## src/rtl/regfile_dump.sv

```systemverilog
`default_nettype none
// ============================================================================
// regfile_dump : snapshots the register file and streams bytes 0..BYTE_CNT-1
//                on a valid/ready byte port. Optional REGFILE_DUMP_CKSUM_EN
//                appends a mod-256 checksum byte.           Revision: 1.0
// ============================================================================
module regfile_dump #(
    parameter int BYTE_CNT   = 16,
    parameter int ADDR_WIDTH = 4
) (
    input  logic                  clk_i,
    input  logic                  rst_n_i,
    input  logic                  dump_start_i,
    output logic                  dump_busy_o,
    output logic                  dump_done_o,
    output logic                  reg_rd_en_o,
    output logic [ADDR_WIDTH-1:0] reg_rd_addr_o,
    input  logic [7:0]            reg_rd_data_i,
    output logic [7:0]            m_data_o,
    output logic                  m_valid_o,
    output logic                  m_last_o,
    input  logic                  m_ready_i
);

    typedef enum logic [1:0] {
        S_IDLE  = 2'd0,
        S_SNAP  = 2'd1,
        S_SEND  = 2'd2,
        S_DRAIN = 2'd3
    } state_t;

    localparam int CW = ADDR_WIDTH + 1;
`ifdef REGFILE_DUMP_CKSUM_EN
    localparam logic [CW-1:0] C_FINAL = CW'(BYTE_CNT);
`else
    localparam logic [CW-1:0] C_FINAL = CW'(BYTE_CNT - 1);
`endif

    state_t        r_state;
    state_t        w_state_nxt;
    logic [CW-1:0] r_addr;
    logic [7:0]    r_data;
    logic          r_valid;
    logic          r_last;
    logic          r_done;
    logic          w_load;
    logic          w_final;
    logic [7:0]    w_byte;

    always_ff @(posedge clk_i or negedge rst_n_i) begin
        if (!rst_n_i) begin
            r_state <= S_IDLE;
        end else begin
            r_state <= w_state_nxt;
        end
    end

    always_comb begin
        w_state_nxt = r_state;
        w_load      = !r_valid || m_ready_i;
        w_final     = (r_addr == C_FINAL);
        case (r_state)
            S_IDLE:  if (dump_start_i) w_state_nxt = S_SNAP;
            S_SNAP:  w_state_nxt = w_final ? S_DRAIN : S_SEND;
            S_SEND:  if (w_load && w_final) w_state_nxt = S_DRAIN;
            S_DRAIN: if (m_ready_i) w_state_nxt = S_IDLE;
            default: w_state_nxt = S_IDLE;
        endcase
    end

`ifdef REGFILE_DUMP_CKSUM_EN
    logic [7:0] r_cksum;

    always_ff @(posedge clk_i or negedge rst_n_i) begin
        if (!rst_n_i) begin
            r_cksum <= 8'h00;
        end else if (r_state == S_SNAP) begin
            r_cksum <= reg_rd_data_i;
        end else if (r_state == S_SEND && w_load && !w_final) begin
            r_cksum <= r_cksum + reg_rd_data_i;
        end
    end

    assign w_byte = w_final ? r_cksum : reg_rd_data_i;
`else
    assign w_byte = reg_rd_data_i;
`endif

    // Byte 0 is loaded during SNAP: it is a default byte, unaffected by the
    // snapshot, and this gives first-valid two cycles after the start.
    always_ff @(posedge clk_i or negedge rst_n_i) begin
        if (!rst_n_i) begin
            r_addr  <= '0;
            r_data  <= 8'h00;
            r_valid <= 1'b0;
            r_last  <= 1'b0;
            r_done  <= 1'b0;
        end else begin
            r_done <= 1'b0;
            case (r_state)
                S_IDLE: r_addr <= '0;
                S_SNAP, S_SEND: begin
                    if (w_load) begin
                        r_data  <= w_byte;
                        r_valid <= 1'b1;
                        r_last  <= w_final;
                        r_addr  <= r_addr + CW'(1);
                    end
                end
                S_DRAIN: begin
                    if (m_ready_i) begin
                        r_valid <= 1'b0;
                        r_last  <= 1'b0;
                        r_done  <= 1'b1;
                        r_addr  <= '0;
                    end
                end
                default: r_addr <= '0;
            endcase
        end
    end

    assign reg_rd_addr_o = r_addr[ADDR_WIDTH-1:0];
    assign reg_rd_en_o   = (r_state == S_SNAP);
    assign dump_busy_o   = (r_state != S_IDLE);
    assign dump_done_o   = r_done;
    assign m_data_o      = r_data;
    assign m_valid_o     = r_valid;
    assign m_last_o      = r_last;

endmodule
`default_nettype wire

```

## config.mk

```make
export PLATFORM = sky130hd
export DESIGN_NAME = regfile_dump
export DESIGN_NICKNAME = d
export VERILOG_FILES = /design/src/rtl/regfile_dump.sv
export SDC_FILE = /design/constraint.sdc
export NUM_CORES = 1
export LEC_CHECK = 0
export ABC_CLOCK_PERIOD_IN_PS = 2200
export BUFFER_PORTS_ARGS = -buffer_cell sky130_fd_sc_hd__buf_2
export CAP_MARGIN = 20
export CORE_MARGIN = 1.5
export CORE_UTILIZATION = 49
export DETAILED_ROUTE_END_ITERATION = 16
export GPL_TIMING_DRIVEN = 0
export HOLD_SLACK_MARGIN = 0.05
export PLACE_DENSITY = 0.88
export SLEW_MARGIN = 20
export SYNTH_ARGS = -nofsm -noshare
export SYNTH_HDL_FRONTEND = slang
export SYNTH_SLANG_ARGS = --single-unit
```

## constraint.sdc

```tcl
create_clock -name clk_i -period 2.2 [get_ports clk_i]
set_input_delay 0.44 -clock clk_i [delete_from_list [all_inputs] [get_ports clk_i]]
set_output_delay 0.44 -clock clk_i [all_outputs]
set_load 0.03 [all_outputs]
```

==> results of run 1 <==
[per-stage QoR]
step / setup slack, ns / instance area [µm²] / instances / total power [mW]
6_report: 0.3300 / 1130 / 138 / 1.772
4_1_cts: 0.3422 / 1130 / 138 / 1.795
5_1_grt: 0.2663 / 1130 / 138 / 1.895
3_3_place_gp: 0.4281 / 1094 / 134 / 1.549
2_1_floorplan: 0.5420 / 922.1 / 81 / 1.355
3_5_place_dp: 0.3644 / 1094 / 134 / 1.596
[power breakdown]
group / internal [mW] / total, mW / switching, mW
clock network: 0.101 / 0.194 / 0.0934
registers: 0.462 / 0.552 / 0.0894
logic: 0.431 / 1.03 / 0.596
total: 0.994 / 1.77 / 0.778
[cell families (layout without fill, tap and decap cells)]
| group | count (synthesis) | in the layout | share of synthesized area [%] |
|---|---|---|---|
| muxes | 10 | 10 | 12.48 |
| adders and majority gates | 7 | 7 | 9.498 |
| buffers and inverters | 10 | 42 | 6.513 |
| AOI/OAI and AO/OA | 13 | 13 | 9.770 |
| and+or+nand+nor | 23 | 23 | 12.89 |
| DFF | 18 | 18 | 48.85 |
[worst paths after layout]
check | cells after the start | end | slack [ns]
worst max-delay path | 6 | r_state[1]$_DFFE_PN0P_ | 0.33
worst min-delay path | 1 | m_data_o[4]$_DFFE_PN0P_ | 0.07
worst max register to register | 6 | r_state[1]$_DFFE_PN0P_ | 0.33
worst min register to register | 1 | m_data_o[0]$_DFFE_PN0P_ | 0.51
max in group asynchronous | 1 | r_state[0]$_DFFE_PN0P_ | 1.85
min in group clk_i | 2 | m_data_o[4]$_DFFE_PN0P_ | 0.38
[cell usage in the layout (no fill, tap or decap), types with 2 or more instances in the layout]
| cell type | synthesis | final |
|---|---|---|
| buf_2 | 0 | 28 |
| dfrtp_1 | 18 | 18 |
| mux2_2 | 8 | 8 |
| nand2_1 | 8 | 8 |
| ha_1 | 7 | 7 |
| inv_1 | 5 | 5 |
| nor2_1 | 5 | 5 |
| o21ai_0 | 4 | 4 |
| buf_4 | 4 | 4 |
| a21oi_1 | 3 | 3 |
| nand3_1 | 3 | 3 |
| clkbuf_4 | 0 | 3 |
| and3_1 | 2 | 2 |
| nand2_2 | 2 | 2 |
| a211o_1 | 2 | 2 |
[per-layer routing]
| metal | vias up | part of all wire (%) | global-route usage (%) |
|---|---|---|---|
| met5 | - | 0 | 0 |
| met1 | 327 | 42 | 17.78 |
| met3 | 2 | 6.1 | 3.529 |
| met2 | 29 | 50 | 30.28 |
| met4 | 0 | 1.2 | 6.857 |
| li1 | 340 | - | - |
[layout make-up]
cell class	count	area, µm²	share of cell area [%]
plain buffers	5	41.29	3.654
clock buffers	4	36.28	3.212
inverters	5	18.77	1.661
multi-input cells	53	411.6	36.43
flip-flops and latches	18	450.4	39.87
well taps	25	31.28	2.769
repair buffers	28	140.1	12.40
[worst max-delay path, stage by stage, from the launching register on]
cell and delay, ns:
dfrtp_1 0.42, ha_1 0.23, and3_1 0.19, ha_1 0.22, nand2_2 0.07, a211o_1 0.33, mux2_4 0.30
[sequential cells by signal (all words and copies together), names as in the netlist]
| signal | count |
|---|---|
| m_data_o | 8 |
| r_addr | 5 |
| r_state | 2 |
| dump_done_o | 1 |
| m_last_o | 1 |
| m_valid_o | 1 |
==> flow_summary.yaml, run 1 <==
clock_network:
  cts_max_level: 1
  cts_tree: "yes"
  clock_sinks: 18
  clk_latency_ns: 0.28
  post_cts_resized: 0
  clockRootBuffer: "clkbuf_4"
  cts_buffers: 3
  clk_pin_slew_ns: 0.10
  postCtsHoldBufs: 0
  post_cts_buffers: 0
  clock_tree.buffer_depth: 2
grt:
  first_global_vias: 596
  grt_usage_pct: 16.42
  antenna_found_initial: 0
  grt_overflow: 0
  grt_max_degree: 19
  grt_pass1_wl_mm: 2.401
setup_path:
  cp-startpoint: "r_addr[0]$_DFFE_PN0P_"
  worst_setup_path_end_kind: "register"
  required_ns: 2.37
  criticalPathCategory: "register to register"
  startpoint_type: "register"
  r2r-start: "r_addr[0]$_DFFE_PN0P_"
  arrival_ns: 2.04
  crit_fanout: 5
detailed_routing:
  drtIter0Drc: 8
  wl_per_cell_um: 11.91
  ant_nets: 0
  vias: 698
  wl_mm: 1.644
  drc: 0
  first_pass_iters: 4
  avgViaCountPerCell: 5.058
yosys:
  postSynthCellCount: 81
  ys_top_cells_by_count: "dfrtp_1 (18), mux2_2 (8), nand2_1 (8)"
  syn_area_um2: 922.1
  synth_edf_count: 0
  syn_avg_cell_area_um2: 11.38
  synth_top_cell_by_area: "dfrtp_1"
  synth_fp_nets: 100
  yosys_warnings: 0
  synth_area_leaders: "dfrtp_1 (49%), mux2_2 (9.8%), ha_1 (9.5%)"
  async_flop_share_pct: 100.0
  synth.distinct_cells: 23
  seq_area_frac_synth_pct: 48.85
  synth.top_cell.area_share_pct: 48.85
  synth.most_common_cell: "dfrtp_1"
  synth_seq_cells: 18
  synth_ff_type: "dfrtp_1"
floorplanning:
  fp.dieH_um: 46.38
  die_x_um: 46.38
  num_rows: 15
  fp.dieArea_mm2: 0.002151
  core_area_mm2: 0.001745
  start_util_pct: 52.83
  io_pins: 29
status:
  status: "complete, no violations"
timing:
  timing.fmax_ghz: 0.5348
  timing_hold_violations_final: 0
  holdWs_ns: 0.06599
  fin_crit_sh_pct: 85.00
  skew_ns: 0.002122
  slew_headroom_pct: 73.54
  setup_viol: 0
  final_max_slew_viol_count: 0
  rsz0062_at_grt: "no"
  max_slew.worst_pin.slew_ns: 0.3968
  tns_ns: 0
  period_needed_ns: 1.870
final_layout:
  antenna_cells: 0
  finalNetCount: 133
  area_growth_pct: 22.52
  drive_gt1_share_pct: 44.25
  utilization_pct: 64.73
  fillers: 157
power_and_ir_drop:
  p_leak_nw: 0.5996
  ir_drop_mv: 1.041
  powerDensity_mw_per_mm2: 1568
placed_design:
  numPortBuffers: 28
  gp_congestion: 0.8007
  hpwl_mm: 1.311
job:
  maxCapViolCount: 0
worst_hold_path:
  hold_class: "input pin to async pin"
Power figures use the tool's default switching activity.
==> inputs of run 2 (changes only) <==
--- a/config.mk
+++ b/config.mk
@@ -5,15 +5,15 @@
 export SDC_FILE = /design/constraint.sdc
 export NUM_CORES = 1
 export LEC_CHECK = 0
-export ABC_CLOCK_PERIOD_IN_PS = 2200
+export ABC_CLOCK_PERIOD_IN_PS = 1600
 export BUFFER_PORTS_ARGS = -buffer_cell sky130_fd_sc_hd__buf_2
 export CAP_MARGIN = 20
 export CORE_MARGIN = 1.5
-export CORE_UTILIZATION = 49
+export CORE_UTILIZATION = 44
 export DETAILED_ROUTE_END_ITERATION = 16
 export GPL_TIMING_DRIVEN = 0
 export HOLD_SLACK_MARGIN = 0.05
-export PLACE_DENSITY = 0.88
+export PLACE_DENSITY = 0.84
 export SLEW_MARGIN = 20
 export SYNTH_ARGS = -nofsm -noshare
 export SYNTH_HDL_FRONTEND = slang
==> constraint.sdc (replaced) <==
create_clock -name clk_i -period 1.6 [get_ports clk_i]
set_input_delay 0.32 -clock clk_i [delete_from_list [all_inputs] [get_ports clk_i]]
set_output_delay 0.32 -clock clk_i [all_outputs]
set_load 0.03 [all_outputs]
==> run 2 against run 1 <==
Against the previous run:
- the run now ends with setup timing left
- non-clock buffer count is 8 higher
- global-route usage is 0.15 points lower
- critical path depth stayed put
- highest routed layer unchanged
- register-to-register slack worse by 0.35 ns
- fmax is 15% higher
- sequential share of layout area is 2.6 points lower
==> flow_summary.yaml, run 2 (synthesized netlist as in run 1, its figures left out) <==
floorplanning:
  io_pins: 29
  die_x_um: 48.78
  fp.dieArea_mm2: 0.002379
  start_util_pct: 47.00
  num_rows: 16
  core_area_mm2: 0.001962
  fp.dieH_um: 48.78
power_and_ir_drop:
  clkPwrFrac_pct: 8.8
  p_leak_nw: 0.6314
  switchingPower_mw: 1.120
  seq_power_share_pct: 29.9
  internal_power_mw: 1.385
  ir_drop_mv: 1.326
  powerDensity_mw_per_mm2: 2073
  pwr-share-comb_pct: 61.3
  switching_share_pct: 44.72
clock_network:
  clockRootBuffer: "clkbuf_4"
  clk_pin_slew_ns: 0.10
  clock_tree.buffer_depth: 2
  clk_latency_ns: 0.29
  cts_tree: "yes"
  cts_max_level: 1
  clock_sinks: 18
  cts_buffers: 3
detailed_routing:
  vias: 754
  drtIter0Drc: 12
  ant_nets: 0
  first_pass_iters: 5
  wl_per_cell_um: 12.50
  avgViaCountPerCell: 5.129
  wl_mm: 1.837
  drc: 0
setup_path:
  crit_fanout: 2
  criticalPathCategory: "register to register"
  max_stage_delay_ns: 0.37
  path_cells: "ha_2 > and3_4 > ha_4 > nand2_2 > a211o_1 > mux2_4"
  required_ns: 1.78
  startpoint_type: "register"
  worst_path_max_delay_cell: "dfrtp_1"
  arrival_ns: 1.80
  worst_setup_path_end_kind: "register"
status:
  status: "complete, but fails checks"
  violations: "setup timing"
grt:
  grt_overflow: 0
  grt_pass1_wl_mm: 2.946
  grt_usage_pct: 16.27
  antenna_found_initial: 0
  grt_max_degree: 19
  first_global_vias: 695
timing:
  rsz0062_at_grt: "yes"
  timing_hold_violations_final: 0
  period_needed_ns: 1.624
  max_slew.worst_pin.slew_ns: 0.3983
  skew_ns: 0.004978
  final_max_slew_viol_count: 0
  fin_crit_sh_pct: 101.5
  timing.fmax_ghz: 0.6157
  setup_viol: 1
  layout_setup_ws_ns: -0.02414
  slew_headroom_pct: 73.45
final_layout:
  antenna_cells: 0
  final_cell_mix: "buf_2 (28), dfrtp_1 (18), buf_4 (11), mux2_2 (8), nand2_1 (8)"
  area_growth_pct: 31.07
  finalNonFillerCells: 147
  largest_register_ffs: 8
  drive_gt1_share_pct: 51.67
  finalNetCount: 141
  fin_area_mm2: 0.001209
  final_common_cell: "buf_2"
placed_design:
  gp_congestion: 0.7300
  dp_cells: 136
  numPortBuffers: 28
  pre_cts_ws_ns: -0.1144
  placed_area_mm2: 0.001116
  hpwl_mm: 1.308
worst_hold_path:
  hold_class: "input pin to register"
job:
  maxCapViolCount: 0
## run 2: repair_timing
action                     in CTS  in global routing
hold endpoints to repair       18                  0
gates cloned                    0                  0
resized for setup               1                  2
pin swaps                       3                  2
hold buffers                    1                  0
setup endpoints to repair      10                 12
buffers inserted                4                  3
## run 2: metrics by stage
stage	TNS (ns)	power (mW)	hold slack, ns	util, %
2_1_floorplan	-0.01320	1.871	0.02441	-
3_3_place_gp	-0.1039	2.143	0.2582	56.89
3_5_place_dp	-0.2477	2.203	0.2661	56.89
4_1_cts	-0.2359	2.451	0.2568	60.20
5_1_grt	-0.06080	2.661	0.2662	61.61
6_report	-0.02414	2.505	0.2544	61.61
## run 2: power by group through the flow
| stage | registers [mW] | logic, mW | clock network, mW |
|---|---|---|---|
| 2_1_floorplan | 1.00 | 0.870 | 0 |
| 3_3_place_gp | 0.756 | 1.39 | 0 |
| 3_5_place_dp | 0.769 | 1.43 | 0 |
| 4_1_cts | 0.748 | 1.48 | 0.222 |
| 5_1_grt | 0.768 | 1.65 | 0.241 |
| 6_report | 0.750 | 1.53 | 0.220 |
## run 2: worst paths after layout
kind | from | endpoint | slack, ns | depth (start not counted)
worst max-delay path | r_addr[1]$_DFFE_PN0P_ | r_state[1]$_DFFE_PN0P_ | -0.02 | 6
worst min register to register | m_last_o$_DFFE_PN0P_ | m_last_o$_DFFE_PN0P_ | 0.51 | 2
worst max register to register | r_addr[1]$_DFFE_PN0P_ | r_state[1]$_DFFE_PN0P_ | -0.02 | 6
worst min-delay path | reg_rd_data_i[7] | m_data_o[7]$_DFFE_PN0P_ | 0.25 | 2
max in group asynchronous | rst_n_i | r_state[0]$_DFFE_PN0P_ | 0.83 | 2
min in group asynchronous | rst_n_i | m_data_o[7]$_DFFE_PN0P_ | 0.48 | 2
## run 2: critical path: cells and delay by family, from the launching register on
kind	cells	cell delay, ns
compound gates	1	0.29
mux	1	0.30
flops	1	0.37
simple gates	2	0.25
fa+ha+maj	2	0.31
## run 2: final cells by class
class / instances / area, µm²
sequential: 18 / 450.4
timing repair buffer: 36 / 202.7
buffer: 5 / 41.29
inverter: 5 / 18.77
multi-input combinational: 53 / 439.2
fill: 173 / 753.2
tap: 27 / 33.78
clock buffer: 3 / 22.52
## run 2: per-layer routing
layer	track usage [%]	vias up	wire length [µm]
met5	0	-	0
met4	10.00	0	50
met3	2.761	4	115
met2	26.94	38	893
met1	19.76	355	778
li1	-	357	-
